## config.mk

```make
export PLATFORM = sky130hd
export DESIGN_NAME = mem_arbiter
export DESIGN_NICKNAME = d
export VERILOG_FILES = /design/src/rtl/mem_arbiter.sv
export SDC_FILE = /design/constraint.sdc
export NUM_CORES = 1
export LEC_CHECK = 0
export ABC_AREA = 1
export BUFFER_PORTS_ARGS = -buffer_cell sky130_fd_sc_hd__clkbuf_2
export CAP_MARGIN = 30
export CORE_MARGIN = 2
export CORE_UTILIZATION = 48
export CTS_BUF_LIST = sky130_fd_sc_hd__clkbuf_4 sky130_fd_sc_hd__clkbuf_8
export DETAILED_ROUTE_END_ITERATION = 12
export PLACE_DENSITY = 0.83
export SYNTH_ARGS = -nofsm -noshare
export SYNTH_HDL_FRONTEND = slang
export SYNTH_SLANG_ARGS = --single-unit
```

## constraint.sdc

```tcl
create_clock -name clk -period 1.6 [get_ports clk]
set_input_delay 0.24 -clock clk [delete_from_list [all_inputs] [get_ports clk]]
set_output_delay 0.24 -clock clk [all_outputs]
set_load 0.03 [all_outputs]
```

## src/rtl/mem_arbiter.sv

```systemverilog
`default_nettype none
// ============================================================================
//  Module   : mem_arbiter
//  Purpose  : Two-way round-robin arbiter that shares one fixed-latency
//             memory port between an instruction cache (read-only fills) and
//             a data cache (fills and write-backs). One transaction is in
//             flight at a time: IDLE -> STROBE -> WAIT -> DONE -> IDLE.
//
//  Parameters
//    MEM_LATENCY  : cycles from the mem_en cycle to the cycle in which
//                   mem_rdata is valid (1..15).
//    RESET_PRIO_D : 1 = the data cache wins the first tie after reset,
//                   0 = the instruction cache wins it.
//
//  Ports
//    clk        in   1   sole clock, rising edge
//    reset      in   1   asynchronous, active-low reset
//    i_req      in   1   instruction fill request, held until i_done
//    i_addr     in  32   instruction fetch address
//    i_done     out  1   one-cycle instruction completion pulse
//    i_rdata    out 32   instruction read word (holds until next I fill)
//    d_req      in   1   data request, held until d_done
//    d_we       in   1   1 = write-back, 0 = fill
//    d_addr     in  32   data address
//    d_wdata    in  32   write word, byte 0 in [31:24]
//    d_done     out  1   one-cycle data completion pulse
//    d_rdata    out 32   data read word (holds until next D transaction)
//    mem_en     out  1   one-cycle memory access strobe
//    mem_we     out  1   write qualifier, valid with mem_en
//    mem_addr   out 32   access address, held from strobe until done
//    mem_wdata  out 32   write word, valid with mem_en
//    mem_rdata  in  32   read word, valid MEM_LATENCY cycles after mem_en
//    busy       out  1   high whenever the FSM is not in IDLE
//
//  Revision : 1.0  initial release
// ============================================================================
module mem_arbiter #(
  parameter int unsigned MEM_LATENCY  = 4,
  parameter int unsigned RESET_PRIO_D = 1
) (
  input  logic        clk,
  input  logic        reset,
  // instruction side
  input  logic        i_req,
  input  logic [31:0] i_addr,
  output logic        i_done,
  output logic [31:0] i_rdata,
  // data side
  input  logic        d_req,
  input  logic        d_we,
  input  logic [31:0] d_addr,
  input  logic [31:0] d_wdata,
  output logic        d_done,
  output logic [31:0] d_rdata,
  // memory side
  output logic        mem_en,
  output logic        mem_we,
  output logic [31:0] mem_addr,
  output logic [31:0] mem_wdata,
  input  logic [31:0] mem_rdata,
  // status
  output logic        busy
);

  // --------------------------------------------------------------------------
  // Constants
  // --------------------------------------------------------------------------
  // Four bits cover the full latency range: the counter is loaded with
  // MEM_LATENCY-1, at most 14.
  localparam int unsigned      CNT_W    = 4;
  localparam logic [CNT_W-1:0] CNT_LOAD = CNT_W'(MEM_LATENCY - 1);
  localparam logic [CNT_W-1:0] CNT_ONE  = CNT_W'(1);

  typedef enum logic [1:0] {
    IDLE   = 2'd0,
    STROBE = 2'd1,
    WAIT   = 2'd2,
    DONE   = 2'd3
  } state_t;

  // --------------------------------------------------------------------------
  // State
  // --------------------------------------------------------------------------
  state_t           state_q,         state_d;
  logic             sel_dc_q,        sel_dc_d;        // 1 = data cache owns the transaction
  logic             rr_prefer_dc_q,  rr_prefer_dc_d;  // winner of the next tie
  logic             we_q,            we_d;
  logic [31:0]      addr_q,          addr_d;
  logic [31:0]      wdata_q,         wdata_d;
  logic [CNT_W-1:0] cnt_q,           cnt_d;
  logic [31:0]      i_rdata_q,       i_rdata_d;
  logic [31:0]      d_rdata_q,       d_rdata_d;

  // --------------------------------------------------------------------------
  // Arbitration
  // --------------------------------------------------------------------------
  logic w_any_req;
  logic w_grant_dc;

  assign w_any_req = i_req | d_req;

  // A lone requester always wins; on a tie the round-robin pointer decides.
  assign w_grant_dc = d_req & (~i_req | rr_prefer_dc_q);

  // --------------------------------------------------------------------------
  // State register
  // --------------------------------------------------------------------------
  always_ff @(posedge clk or negedge reset) begin
    if (!reset) begin
      state_q        <= IDLE;
      sel_dc_q       <= 1'b0;
      rr_prefer_dc_q <= (RESET_PRIO_D != 0);
      we_q           <= 1'b0;
      addr_q         <= '0;
      wdata_q        <= '0;
      cnt_q          <= '0;
      i_rdata_q      <= '0;
      d_rdata_q      <= '0;
    end else begin
      state_q        <= state_d;
      sel_dc_q       <= sel_dc_d;
      rr_prefer_dc_q <= rr_prefer_dc_d;
      we_q           <= we_d;
      addr_q         <= addr_d;
      wdata_q        <= wdata_d;
      cnt_q          <= cnt_d;
      i_rdata_q      <= i_rdata_d;
      d_rdata_q      <= d_rdata_d;
    end
  end

  // --------------------------------------------------------------------------
  // Next-state logic
  // --------------------------------------------------------------------------
  always_comb begin
    state_d        = state_q;
    sel_dc_d       = sel_dc_q;
    rr_prefer_dc_d = rr_prefer_dc_q;
    we_d           = we_q;
    addr_d         = addr_q;
    wdata_d        = wdata_q;
    cnt_d          = cnt_q;
    i_rdata_d      = i_rdata_q;
    d_rdata_d      = d_rdata_q;

    case (state_q)
      IDLE: begin
        // Requests are only looked at here, so anything raised or dropped
        // while a transaction runs has no effect until the FSM is back.
        if (w_any_req) begin
          sel_dc_d       = w_grant_dc;
          rr_prefer_dc_d = ~w_grant_dc;
          addr_d         = w_grant_dc ? d_addr : i_addr;
          // Instruction fills never write; clear the write path for them.
          we_d           = w_grant_dc & d_we;
          wdata_d        = w_grant_dc ? d_wdata : '0;
          state_d        = STROBE;
        end
      end

      STROBE: begin
        cnt_d   = CNT_LOAD;
        state_d = WAIT;
      end

      WAIT: begin
        // Counter reaches zero in the cycle mem_rdata is valid; capture it
        // into the owner's read register on the way out (writes included).
        if (cnt_q == '0) begin
          state_d = DONE;
          if (sel_dc_q) begin
            d_rdata_d = mem_rdata;
          end else begin
            i_rdata_d = mem_rdata;
          end
        end else begin
          cnt_d = cnt_q - CNT_ONE;
        end
      end

      DONE: begin
        state_d = IDLE;
      end

      default: begin
        state_d = IDLE;
      end
    endcase
  end

  // --------------------------------------------------------------------------
  // Outputs
  // --------------------------------------------------------------------------
  // All outputs decode registered state, so they drop to zero the moment the
  // asynchronous reset clears the registers.
  assign mem_en    = (state_q == STROBE);
  assign mem_we    = (state_q == STROBE) & we_q;
  assign mem_addr  = addr_q;
  assign mem_wdata = wdata_q;

  assign i_done    = (state_q == DONE) & ~sel_dc_q;
  assign d_done    = (state_q == DONE) &  sel_dc_q;
  assign i_rdata   = i_rdata_q;
  assign d_rdata   = d_rdata_q;

  assign busy      = (state_q != IDLE);

endmodule
`default_nettype wire

```

[Word level (Yosys, flattened, before mapping)]
Cells that the tools add are included.
Word-level totals
  register bits after elaboration: 137
  logic and storage cells: 42
  input bits: 133
  output and inout bits: 133
Operators by class
  add/subtract/negate cells: 1
  bitwise operators: 10
  eq/ne operators: 6
  reductions and logical operators: 9
  mux-type cells: 7
Operators by type and width (count)
  2-to-1 mux 32 bit: 2
  one-hot mux 2 bit (4 select lines): 1
  one-hot mux 4 bit (2 select lines): 1
  != test 2 bit, second input constant: 3
  AND reduction 2 bit: 3
  AND reduction 3 bit: 2
  bitwise AND 1 bit: 5
  == test 2 bit, second input constant: 2
  zero test 4 bit: 1
  2-to-1 mux 2 bit: 2
  2-to-1 mux 4 bit: 1
  nonzero test 2 bit: 2
  subtractor 4 x 1 -> 4 bit, second input constant: 1
  inverter 1 bit: 3
  == test 2 x 1 -> 1 bit, second input constant: 1
  zero test 2 bit: 1
  bitwise OR 1 bit: 2

[Longest topological paths before layout]
Gate-level depths: netlist of the first run.
  word-level depth: 4
  gate-level depth with buffers: 8
  gate-level depth less buffers: 7

[Least setup slack after synthesis of the first run]
No wires, ideal clock.
  kind: register -> register
  start: register state_q[0]
  end: register sel_dc_q
  buffers on the path: 2
  path slack: 0.058 ns
  setup time: 0.124 ns
  clock period less this slack: 1.542 ns
  arrival time: 1.418 ns
  cell stages (with the launch flop): 8
  required time: 1.476 ns
  cell sequence: dfrtp_1 inv_1 ha_1 inv_1 nor2_2 buf_6 buf_6 o21bai_1
On the way
  word-level cells in the longest chain between the ends: 2
RTL lines
  start, declared: line 84  | state_t state_q, state_d;
  start signal, assigned: line 120  | state_q <= state_d;
  zero test 2 bit: line 146  | case (state_q)
  AND reduction 2 bit (no source line)
  end signal, assigned: line 121  | sel_dc_q <= sel_dc_d;
  end, declared: line 85  | logic sel_dc_q, sel_dc_d;
Every way passes these cells.
A chain may end at the register's enable or synchronous reset.

[Worst setup path in the final report of the first run]
  start: register state_q[1]
  end: output mem_we
On the way
  word-level cells in the longest chain between the ends: 2
RTL lines
  == test 2 x 1 -> 1 bit: line 197  | assign mem_we = (state_q == STROBE) & we_q;
  bitwise AND 1 bit: line 197
  end, declared: line 57  | output logic mem_we,
Every way passes these cells.

==> results.sh, run 1 <==
export IMPL_outcome="finished, violations left"
export IMPL_violations="negative setup slack"
export IMPL_p_per_area_nw_per_um2=2120
export IMPL_cp_end_kind="output port"
export IMPL_synth_top_cell_by_area="dfrtp_1"
export IMPL_slew_headroom_pct=72.9
export IMPL_ys_ff_latch=137
export IMPL_ff2ff_path_depth=6
export IMPL_grtUsageTotal_pct=28.6
export IMPL_crit_arrival_ps=1390
export IMPL_worstPathCellList="inv_4 -> ha_4 -> nand2_2 -> inv_2 -> buf_8"
export IMPL_initial_core_util_pct=48.8
export IMPL_synthTopCellsByArea="dfrtp_1 61%, nand2_1 19%, o21ai_1 5.8%"
export IMPL_crit_path_end="mem_we"
export IMPL_drive_above_1_share_pct=34.9
export IMPL_hold_viol_final=0
export IMPL_overflow=0
export IMPL_synth_most_common_cell="nand2_1"
export IMPL_netlist_cell_type_count=22
export IMPL_syn_nets=758
export IMPL_synth_area_sq_um=5550
export IMPL_clk_path_buf_depth=2
export IMPL_slew_violations=0
export IMPL_critPathTopFamily="flip-flops"
export IMPL_antenna_found_initial=1
export IMPL_route_detailed_drc=0
export IMPL_reg2reg_to="cnt_q[3]$_DFFE_PN0P_"
export IMPL_vias=5588
export IMPL_worstHoldPathType="primary input to flop"
export IMPL_finalCritPeriodShare_pct=102
export IMPL_first_global_vias=5758
export IMPL_ff2ff_setup_slack_ps=100
export IMPL_worstPathMaxFanout=4
export IMPL_ir_drop_mv=1.46
export IMPL_async_flop_share_pct=100
export IMPL_power_leakage_nw=4.74
export IMPL_ios=266
export IMPL_finalSetupViolations=2
export IMPL_cp_data_required_time_ps=1360
export IMPL_port_buffers=265
export IMPL_via_per_inst=4.97
export IMPL_hold_slack_ps=29.2
export IMPL_critPathBufInv=3
export IMPL_std_cell_rows=39
export IMPL_fin_worst_skew_ps=16.4
export IMPL_rsz0062_at_grt="yes"
export IMPL_area_growth_pct=53.3
export IMPL_fill_cells=739
export IMPL_synth_top_area_share_pct=61.3
export IMPL_numCtsBuffers=17
export IMPL_synth_common_cells="275 x nand2_1, 136 x dfrtp_1, 64 x o21ai_1"
export IMPL_worstSkewPairLatency_ps=440
export IMPL_place_inst=1012
export IMPL_ant_nets=0
export IMPL_cts_num_sinks=137
export IMPL_final_cell_count_no_fill=1125
export IMPL_top_layer_used="met4"
export IMPL_synth_edff_count=0
export IMPL_met2WireLength_mm=8.87
export IMPL_post_drt_wl_per_cell_microns=15.7
export IMPL_p_total_w=0.0181
export IMPL_nets=1108
export IMPL_path_depth=5
export IMPL_gp_congestion=0.804
export IMPL_htreeDepth=4
export IMPL_netlist_instances=618
export IMPL_startpoint_type="flop"
export IMPL_postSynthAreaPerCell_sq_um=8.98
export IMPL_synth_main_ff_cell="dfrtp_1"
export IMPL_routed_wl_met3_mm=1.46
export IMPL_grt_pass1_wl_mm=28.2
export IMPL_finalCriticalPeriod_ps=1630
export IMPL_routedLengthMet1_mm=6.69
export IMPL_setup_tns_ps=-43.1
export IMPL_root_buffer="clkbuf_8"
export IMPL_routed_wl_mm=17.7
export IMPL_core_area_sq_um=11400
export IMPL_first_pass_iters=6
export IMPL_die_area_sq_um=12400
export IMPL_synth_seq_area_share_pct=61.8
export IMPL_clock_fmax_ghz=0.613
export IMPL_die_w_microns=112
export IMPL_critPathMaxStageDelay_ps=460
export IMPL_hpwl_mm=10.3
export IMPL_grt_max_degree=65
export IMPL_fin_ws_ps=-32.4
export IMPL_r2r_start="state_q[0]$_DFFE_PN0P_"
export IMPL_ys_warn_count=0
export IMPL_critPathKind="flop to output port"
export IMPL_die_y_microns=112
export IMPL_cp_startpoint="state_q[1]$_DFFE_PN0P_"
export IMPL_worst_pin_slew_ps=406
export IMPL_dr_first_iter_drc_count=496
export IMPL_max_cap_viol_count=0
export IMPL_cts_tree="done"
export IMPL_pre_cts_ws_ps=26.2
export IMPL_clkTransAtPathRegs_ps=80
export IMPL_slowest_stage="dfrtp_2"
==> layout by cell type, fill, tap and decap left out, types with 3 or more instances in the layout <==
cell type / synthesis / layout
ha_4: 0 / 3
nand3_1: 35 / 35
nand2_1: 275 / 273
inv_2: 3 / 7
o21ai_1: 64 / 64
buf_4: 4 / 10
buf_6: 2 / 3
bufinv_16: 0 / 5
clkbuf_8: 0 / 19
o21ai_0: 6 / 6
inv_1: 44 / 38
dfrtp_1: 136 / 135
ha_1: 7 / 3
clkbuf_2: 0 / 259
buf_12: 0 / 6
nor2_1: 8 / 7
buf_8: 0 / 3
dlygate4sd3_1: 0 / 75
inv_6: 0 / 3
==> layer usage <==
metal	vias up	track usage, %
met3	49	8.38
li1	2625	-
met4	0	13.3
met1	2587	33.4
met2	327	48.9
met5	-	0
==> worst register-to-register path, delay by kind of cell (launching register included) <==
| kind | cells | cell delay [ps] |
|---|---|---|
| and+or+nand+nor | 1 | 60 |
| AOI/OAI and AO/OA | 2 | 340 |
| adders and majority gates | 1 | 280 |
| DFF | 1 | 390 |
| buffers and inverters | 2 | 310 |
==> cell type report <==
type	instances	area, sq um	area share [%]
antenna	1	2.50	0.0294
clock buffer	18	248	2.91
clock inverter	14	219	2.57
inverter	47	181	2.13
multi-input combinational	404	1830	21.5
sequential	137	3430	40.3
tap	143	179	2.10
timing repair buffer	361	2420	28.4
==> per-stage QoR <==
| step | instance area (sq um) | util, % |
|---|---|---|
| 2_1_floorplan | 5550 | - |
| 3_3_place_gp | 7100 | 62.5 |
| 3_5_place_dp | 7100 | 62.5 |
| 4_1_cts | 8420 | 74.0 |
| 5_1_grt | 8510 | 74.8 |
| 6_report | 8510 | 74.8 |
==> how the worst min path moves through the flow <==
stage | from | end | slack (ps) | cells after the start
floorplan | reset | cnt_q[0]$_DFFE_PN0P_ | -60 | 0
global placement | reset | i_rdata[1]$_DFFE_PN0P_ | 190 | 1
detailed placement | reset | i_rdata[1]$_DFFE_PN0P_ | 180 | 1
CTS | d_addr[2] | mem_addr[2]$_DFFE_PN0P_ | 0.05 | 3
global route | i_addr[24] | mem_addr[24]$_DFFE_PN0P_ | 1 | 3
finish | d_addr[2] | mem_addr[2]$_DFFE_PN0P_ | 30 | 3
==> kinds of logic (layout without fill, tap and decap cells) <==
group / count (synthesis) / count (layout) / share of synthesized area (%)
AOI/OAI and AO/OA: 74 / 74 / 6.99
xor gates and xnor gates: 1 / 1 / 0.158
adders and majority gates: 7 / 7 / 1.58
buffers and inverters: 77 / 440 / 6.20
DFF: 137 / 137 / 61.8
other: 0 / 1 / 0
and+or+nand+nor: 322 / 322 / 23.3
==> timing repair <==
action | in CTS | in global routing
pin swaps | 1 | 2
cloned | 0 | 2
hold endpoints to repair | 94 | 0
gates resized for setup | 24 | 10
hold buffers | 75 | 0
buffers inserted | 1 | 2
endpoints found under the setup margin | 8 | 59
==> report_power, final <==
group,internal (W),switching (W)
registers,0.00507,0.000975
logic,0.00269,0.00601
clock network,0.00191,0.00141
total,0.00967,0.00839
==> flip-flops by register name (all words and copies together) (netlist names) <==
name / flops
sel_dc_q: 1
mem_addr: 32
d_rdata: 32
mem_wdata: 32
cnt_q: 4
rr_prefer_dc_q: 1
i_rdata: 32
we_q: 1
state_q: 2
No activity file was read; power rests on OpenSTA's default activity.
==> run 2: changes to the inputs <==
--- a/config.mk
+++ b/config.mk
@@ -12,7 +12,7 @@
 export CORE_UTILIZATION = 48
 export CTS_BUF_LIST = sky130_fd_sc_hd__clkbuf_4 sky130_fd_sc_hd__clkbuf_8
 export DETAILED_ROUTE_END_ITERATION = 12
-export PLACE_DENSITY = 0.83
+export PLACE_DENSITY_LB_ADDON = 0.08
 export SYNTH_ARGS = -nofsm -noshare
 export SYNTH_HDL_FRONTEND = slang
 export SYNTH_SLANG_ARGS = --single-unit
==> run 2 against run 1 <==
The flow now finishes without violations. First-iteration DRC count fell by 33%. Final area is 7.7% lower. Worst hold slack got worse by 12 ps. Largest cell class unchanged. Largest power group unchanged.
==> results.sh, run 2 (synthesis results as in run 1) <==
export IMPL_nets=1052
export IMPL_vias=5032
export IMPL_met2WireLength_mm=6.77
export IMPL_grtUsageTotal_pct=23.2
export IMPL_worst_pin_slew_ps=412
export IMPL_core_area_sq_um=11400
export IMPL_critPathTopFamily="flip-flops"
export IMPL_layout_commonest_cell="nand2_1"
export IMPL_critPathKind="flop to output port"
export IMPL_drive_above_1_share_pct=35.8
export IMPL_routed_wl_mm=13.9
export IMPL_worstHoldPathType="primary input to flop"
export IMPL_hpwl_mm=9.94
export IMPL_critPathMaxStageDelay_ps=440
export IMPL_slew_violations=0
export IMPL_finalCriticalPeriod_ps=1600
export IMPL_layout_common_cells="274 x nand2_1, 259 x clkbuf_2, 135 x dfrtp_1"
export IMPL_dr_first_iter_drc_count=333
export IMPL_std_cell_rows=39
export IMPL_post_drt_wl_per_cell_microns=13.1
export IMPL_critPathBufInv=3
export IMPL_htreeDepth=4
export IMPL_rsz0062_at_grt="yes"
export IMPL_area_growth_pct=41.6
export IMPL_cp_data_required_time_ps=1360
export IMPL_cp_startpoint="state_q[0]$_DFFE_PN0P_"
export IMPL_finalCritPeriodShare_pct=99.9
export IMPL_diodes=0
export IMPL_regArea_sq_um=3430
export IMPL_finalSetupViolations=0
export IMPL_worstPathCellList="buf_6 -> ha_4 -> nand2_2 -> inv_2 -> buf_8"
export IMPL_clkTransAtPathRegs_ps=80
export IMPL_ff2ff_path_depth=6
export IMPL_ant_nets=0
export IMPL_slowest_stage="dfrtp_2"
export IMPL_reg2reg_to="state_q[0]$_DFFE_PN0P_"
export IMPL_hold_viol_final=0
export IMPL_cts_num_sinks=137
export IMPL_clock_fmax_ghz=0.626
export IMPL_routedLengthMet1_mm=5.86
export IMPL_multi_input_area_sq_um=1810
export IMPL_grt_pass1_wl_mm=23.6
export IMPL_grt_max_degree=69
export IMPL_startpoint_type="flop"
export IMPL_initial_core_util_pct=48.8
export IMPL_first_pass_iters=4
export IMPL_die_y_microns=112
export IMPL_r2r_start="state_q[0]$_DFFE_PN0P_"
export IMPL_p_per_area_nw_per_um2=2200
export IMPL_root_buffer="clkbuf_8"
export IMPL_place_inst=1007
export IMPL_ir_drop_mv=1.28
export IMPL_fin_worst_skew_ps=12.5
export IMPL_outcome="completed"
export IMPL_antenna_found_initial=0
export IMPL_via_per_inst=4.72
export IMPL_first_global_vias=5098
export IMPL_power_leakage_nw=4.47
export IMPL_die_area_sq_um=12400
export IMPL_routed_wl_met3_microns=959
export IMPL_worstPathMaxFanout=4
export IMPL_p_total_w=0.0173
export IMPL_top_layer_used="met4"
export IMPL_cts_tree="done"
export IMPL_route_detailed_drc=0
export IMPL_crit_path_end="mem_we"
export IMPL_fill_cells=874
export IMPL_max_cap_viol_count=0
export IMPL_slew_headroom_pct=72.5
export IMPL_gp_congestion=0.790
export IMPL_path_depth=5
export IMPL_crit_arrival_ps=1360
export IMPL_worstSkewPairLatency_ps=420
export IMPL_port_buffers=265
export IMPL_numCtsBuffers=17
export IMPL_clk_path_buf_depth=2
export IMPL_ff2ff_setup_slack_ps=70
export IMPL_overflow=0
export IMPL_ios=266
export IMPL_die_w_microns=112
export IMPL_cp_end_kind="output port"
export IMPL_final_cell_count_no_fill=1067
run 2: cell types whose count changed in the layout (fill, tap and decap cells not counted), moves of 2 or more:
cell	before	now
clkbuf_16	2	0
inv_1	38	40
clkinv_2	2	4
dlygate4sd3_1	75	24
buf_12	6	9
bufinv_16	5	3
inv_6	3	1
buf_4	10	5
run 2: power breakdown:
part | leakage [nW] | internal, W | switching (W)
Combinational | 2.63 | 0.00261 | 0.00579
Clock | 0.201 | 0.00159 | 0.00129
Sequential | 1.64 | 0.00507 | 0.000919
run 2: worst min path at each step:
stage	from	to	slack, ps	depth (start not counted)
5_1_grt	d_wdata[28]	mem_wdata[28]$_DFFE_PN0P_	3	3
6_report	d_wdata[17]	mem_wdata[17]$_DFFE_PN0P_	20	3
2_1_floorplan	reset	cnt_q[0]$_DFFE_PN0P_	-60	0
4_1_cts	d_wdata[9]	mem_wdata[9]$_DFFE_PN0P_	0.4	3
3_3_place_gp	reset	d_rdata[7]$_DFFE_PN0P_	180	1
3_5_place_dp	reset	d_rdata[7]$_DFFE_PN0P_	190	1
run 2: per-stage QoR:
stage | setup TNS [ps] | utilization, % | setup slack (ps) | area [sq um] | hold WS, ps
2_1_floorplan | 0 | - | 58.2 | 5550 | -55.6
3_3_place_gp | 0 | 62.4 | 123 | 7090 | 180
3_5_place_dp | 0 | 62.4 | 47.3 | 7090 | 185
4_1_cts | -108 | 68.8 | -40.4 | 7820 | 0.373
5_1_grt | -805 | 69.1 | -66.6 | 7850 | 2.65
6_report | 0 | 69.1 | 2.23 | 7850 | 16.8
run 2: routing by layer:
layer | up-vias | GRT usage [%]
li1 | 2506 | -
met1 | 2290 | 29.0
met2 | 208 | 38.9
met3 | 28 | 6.70
met4 | 0 | 8.31
met5 | - | 0
run 2: what timing repair did:
| item | in CTS | in global routing |
|---|---|---|
| resized for setup | 15 | 12 |
| endpoints found under the setup margin | 5 | 57 |
| hold endpoints to repair | 62 | 0 |
| buffers inserted | 3 | 2 |
| hold buffers | 24 | 0 |
| pin swaps | 0 | 1 |
run 2: final cells by class:
cell class	count	area share [%]
Clock buffer	19	3.25
Clock inverter	12	1.91
Inverter	47	2.28
Multi-Input combinational cell	404	23.0
Sequential cell	137	43.7
Tap cell	143	2.28
Timing Repair Buffer	305	23.6
run 2: worst min-delay path: stages:
cell,delay [ps]
clkbuf_2,70
nand2_1,40
nand2_1,50
==> run 3: changes to the inputs <==
==> constraint.sdc (replaced) <==
create_clock -name clk -period 1.6 [get_ports clk]
set_input_delay 0.24 -clock clk [delete_from_list [all_inputs] [get_ports clk]]
set_output_delay 0.24 -clock clk [all_outputs]
set_load 0.1 [all_outputs]
==> run 3 against run 2 <==
Register-to-register slack about the same. Critical path depth unchanged. Count of clock-buffer cells in the layout decreased by 2. The flow now finishes with violations (negative setup slack). Sequential share of layout area decreased by 3.4 points. Clock skew decreased by 2.6 ps. First-iteration DRC count increased by 9.9%.
==> results.sh, run 3 (synthesis results as in run 1) <==
export IMPL_core_area_sq_um=11400
export IMPL_grtUsageTotal_pct=25.8
export IMPL_worstPathMaxFanout=4
export IMPL_cts_num_sinks=137
export IMPL_port_buffers=265
export IMPL_worstHoldPathType="primary input to flop"
export IMPL_clk_path_buf_depth=2
export IMPL_critPathMaxStageDelay_ps=450
export IMPL_postLayoutCoreUtil_pct=74.9
export IMPL_rsz0062_at_grt="yes"
export IMPL_ant_nets=0
export IMPL_finalCriticalPeriod_ps=1680
export IMPL_finalSetupViolations=4
export IMPL_cp_end_kind="output port"
export IMPL_drive_above_1_share_pct=34.5
export IMPL_std_cell_rows=39
export IMPL_initial_core_util_pct=48.8
export IMPL_htreeDepth=4
export IMPL_regArea_sq_um=3430
export IMPL_multi_input_area_sq_um=1810
export IMPL_routed_wl_mm=15.7
export IMPL_cp_data_required_time_ps=1360
export IMPL_startpoint_type="flop"
export IMPL_die_y_microns=112
export IMPL_finalCritPeriodShare_pct=105
export IMPL_slew_violations=0
export IMPL_fin_worst_skew_ps=9.89
export IMPL_layout_common_cells="273 x nand2_1, 259 x clkbuf_2, 135 x dfrtp_1"
export IMPL_worstSkewPairLatency_ps=440
export IMPL_crit_arrival_ps=1440
export IMPL_vias=5458
export IMPL_root_buffer="clkbuf_8"
export IMPL_via_per_inst=4.83
export IMPL_gp_congestion=0.797
export IMPL_slowest_stage="dfrtp_2"
export IMPL_final_cell_area_sq_um=8520
export IMPL_antenna_found_initial=0
export IMPL_first_global_vias=5351
export IMPL_critPathBufInv=3
export IMPL_fill_cells=808
export IMPL_hpwl_mm=10.4
export IMPL_hold_slack_ps=28.3
export IMPL_final_cell_count_no_fill=1129
export IMPL_dr_first_iter_drc_count=366
export IMPL_hold_viol_final=0
export IMPL_clock_fmax_ghz=0.595
export IMPL_overflow=0
export IMPL_violations="negative setup slack"
export IMPL_numCtsBuffers=17
export IMPL_critPathTopFamily="flip-flops"
export IMPL_slew_headroom_pct=61.8
export IMPL_route_detailed_drc=0
export IMPL_nets=1113
export IMPL_outcome="finished, violations left"
export IMPL_placed_area_sq_um=7230
export IMPL_ios=266
export IMPL_clkTransAtPathRegs_ps=70
export IMPL_cts_tree="done"
export IMPL_critPathKind="flop to output port"
export IMPL_die_w_microns=112
export IMPL_max_cap_viol_count=0
export IMPL_die_area_sq_um=12400
export IMPL_grt_pass1_wl_mm=25.7
export IMPL_grt_max_degree=43
export IMPL_place_inst=1013
export IMPL_worst_pin_slew_ps=576
export IMPL_area_growth_pct=53.6
export IMPL_diodes=0
export IMPL_post_drt_wl_per_cell_microns=13.9
export IMPL_layout_commonest_cell="nand2_1"
export IMPL_worstPathCellList="buf_6 -> ha_4 -> nand2_2 -> inv_2 -> buf_12"
export IMPL_first_pass_iters=4
export IMPL_fin_ws_ps=-80.4
[run 3: repair_timing]
item                       4_1_cts  5_1_grt
setup buffers                    4        1
gates resized for setup          6        3
hold endpoints to repair       100        0
hold buffers                    79        0
setup endpoints to repair        5       20
pin swaps                        1        1
[run 3: worst paths after layout]
kind	from	endpoint	slack, ps	depth (start not counted)
setup / recovery	state_q[0]$_DFFE_PN0P_	mem_we	-80	5
hold / removal	d_addr[3]	mem_addr[3]$_DFFE_PN0P_	30	3
setup reg to reg	state_q[1]$_DFFE_PN0P_	cnt_q[3]$_DFFE_PN0P_	70	7
hold reg to reg	mem_wdata[30]$_DFFE_PN0P_	mem_wdata[30]$_DFFE_PN0P_	480	2
max in group asynchronous	reset	i_rdata[20]$_DFFE_PN0P_	750	3
min in group asynchronous	reset	d_rdata[4]$_DFFE_PN0P_	280	2
[run 3: layer usage]
metal	vias to the layer above	wire [microns]	GRT usage [%]	share of wire, %
li1	2626	-	-	-
met1	2523	6260	32.1	40
met2	262	7740	42.4	49
met3	47	1140	7.08	7.2
met4	0	584	11.4	3.7
met5	-	0	0	0
[run 3: worst register-to-register path, cell delays in order, from the launching register on]
cell and delay (ps):
dfrtp_1 420, buf_4 150, ha_1 250, buf_4 180, nor2_1 170, a21oi_1 90, nand2_1 70, o21ai_0 80
[run 3: cell type report]
type                    count  share of cell area (%)
inverters                  47                    2.14
clock inverters            15                    2.32
well taps                 143                    2.10
clock buffers              17                    2.75
multi-input cells         404                    21.3
repair buffers            366                    29.2
flip-flops and latches    137                    40.3
[run 3: per-stage QoR]
stage	worst slack, ps	TNS, ps
6_report	-80.4	-269
4_1_cts	-126	-439
3_3_place_gp	160	0
5_1_grt	-140	-562
2_1_floorplan	-361	-11490
3_5_place_dp	77.7	0
Power of run 3 is left out: the tool's default activity adds up to more than one toggle a clock period on the data nets, which glitch-free logic cannot reach.
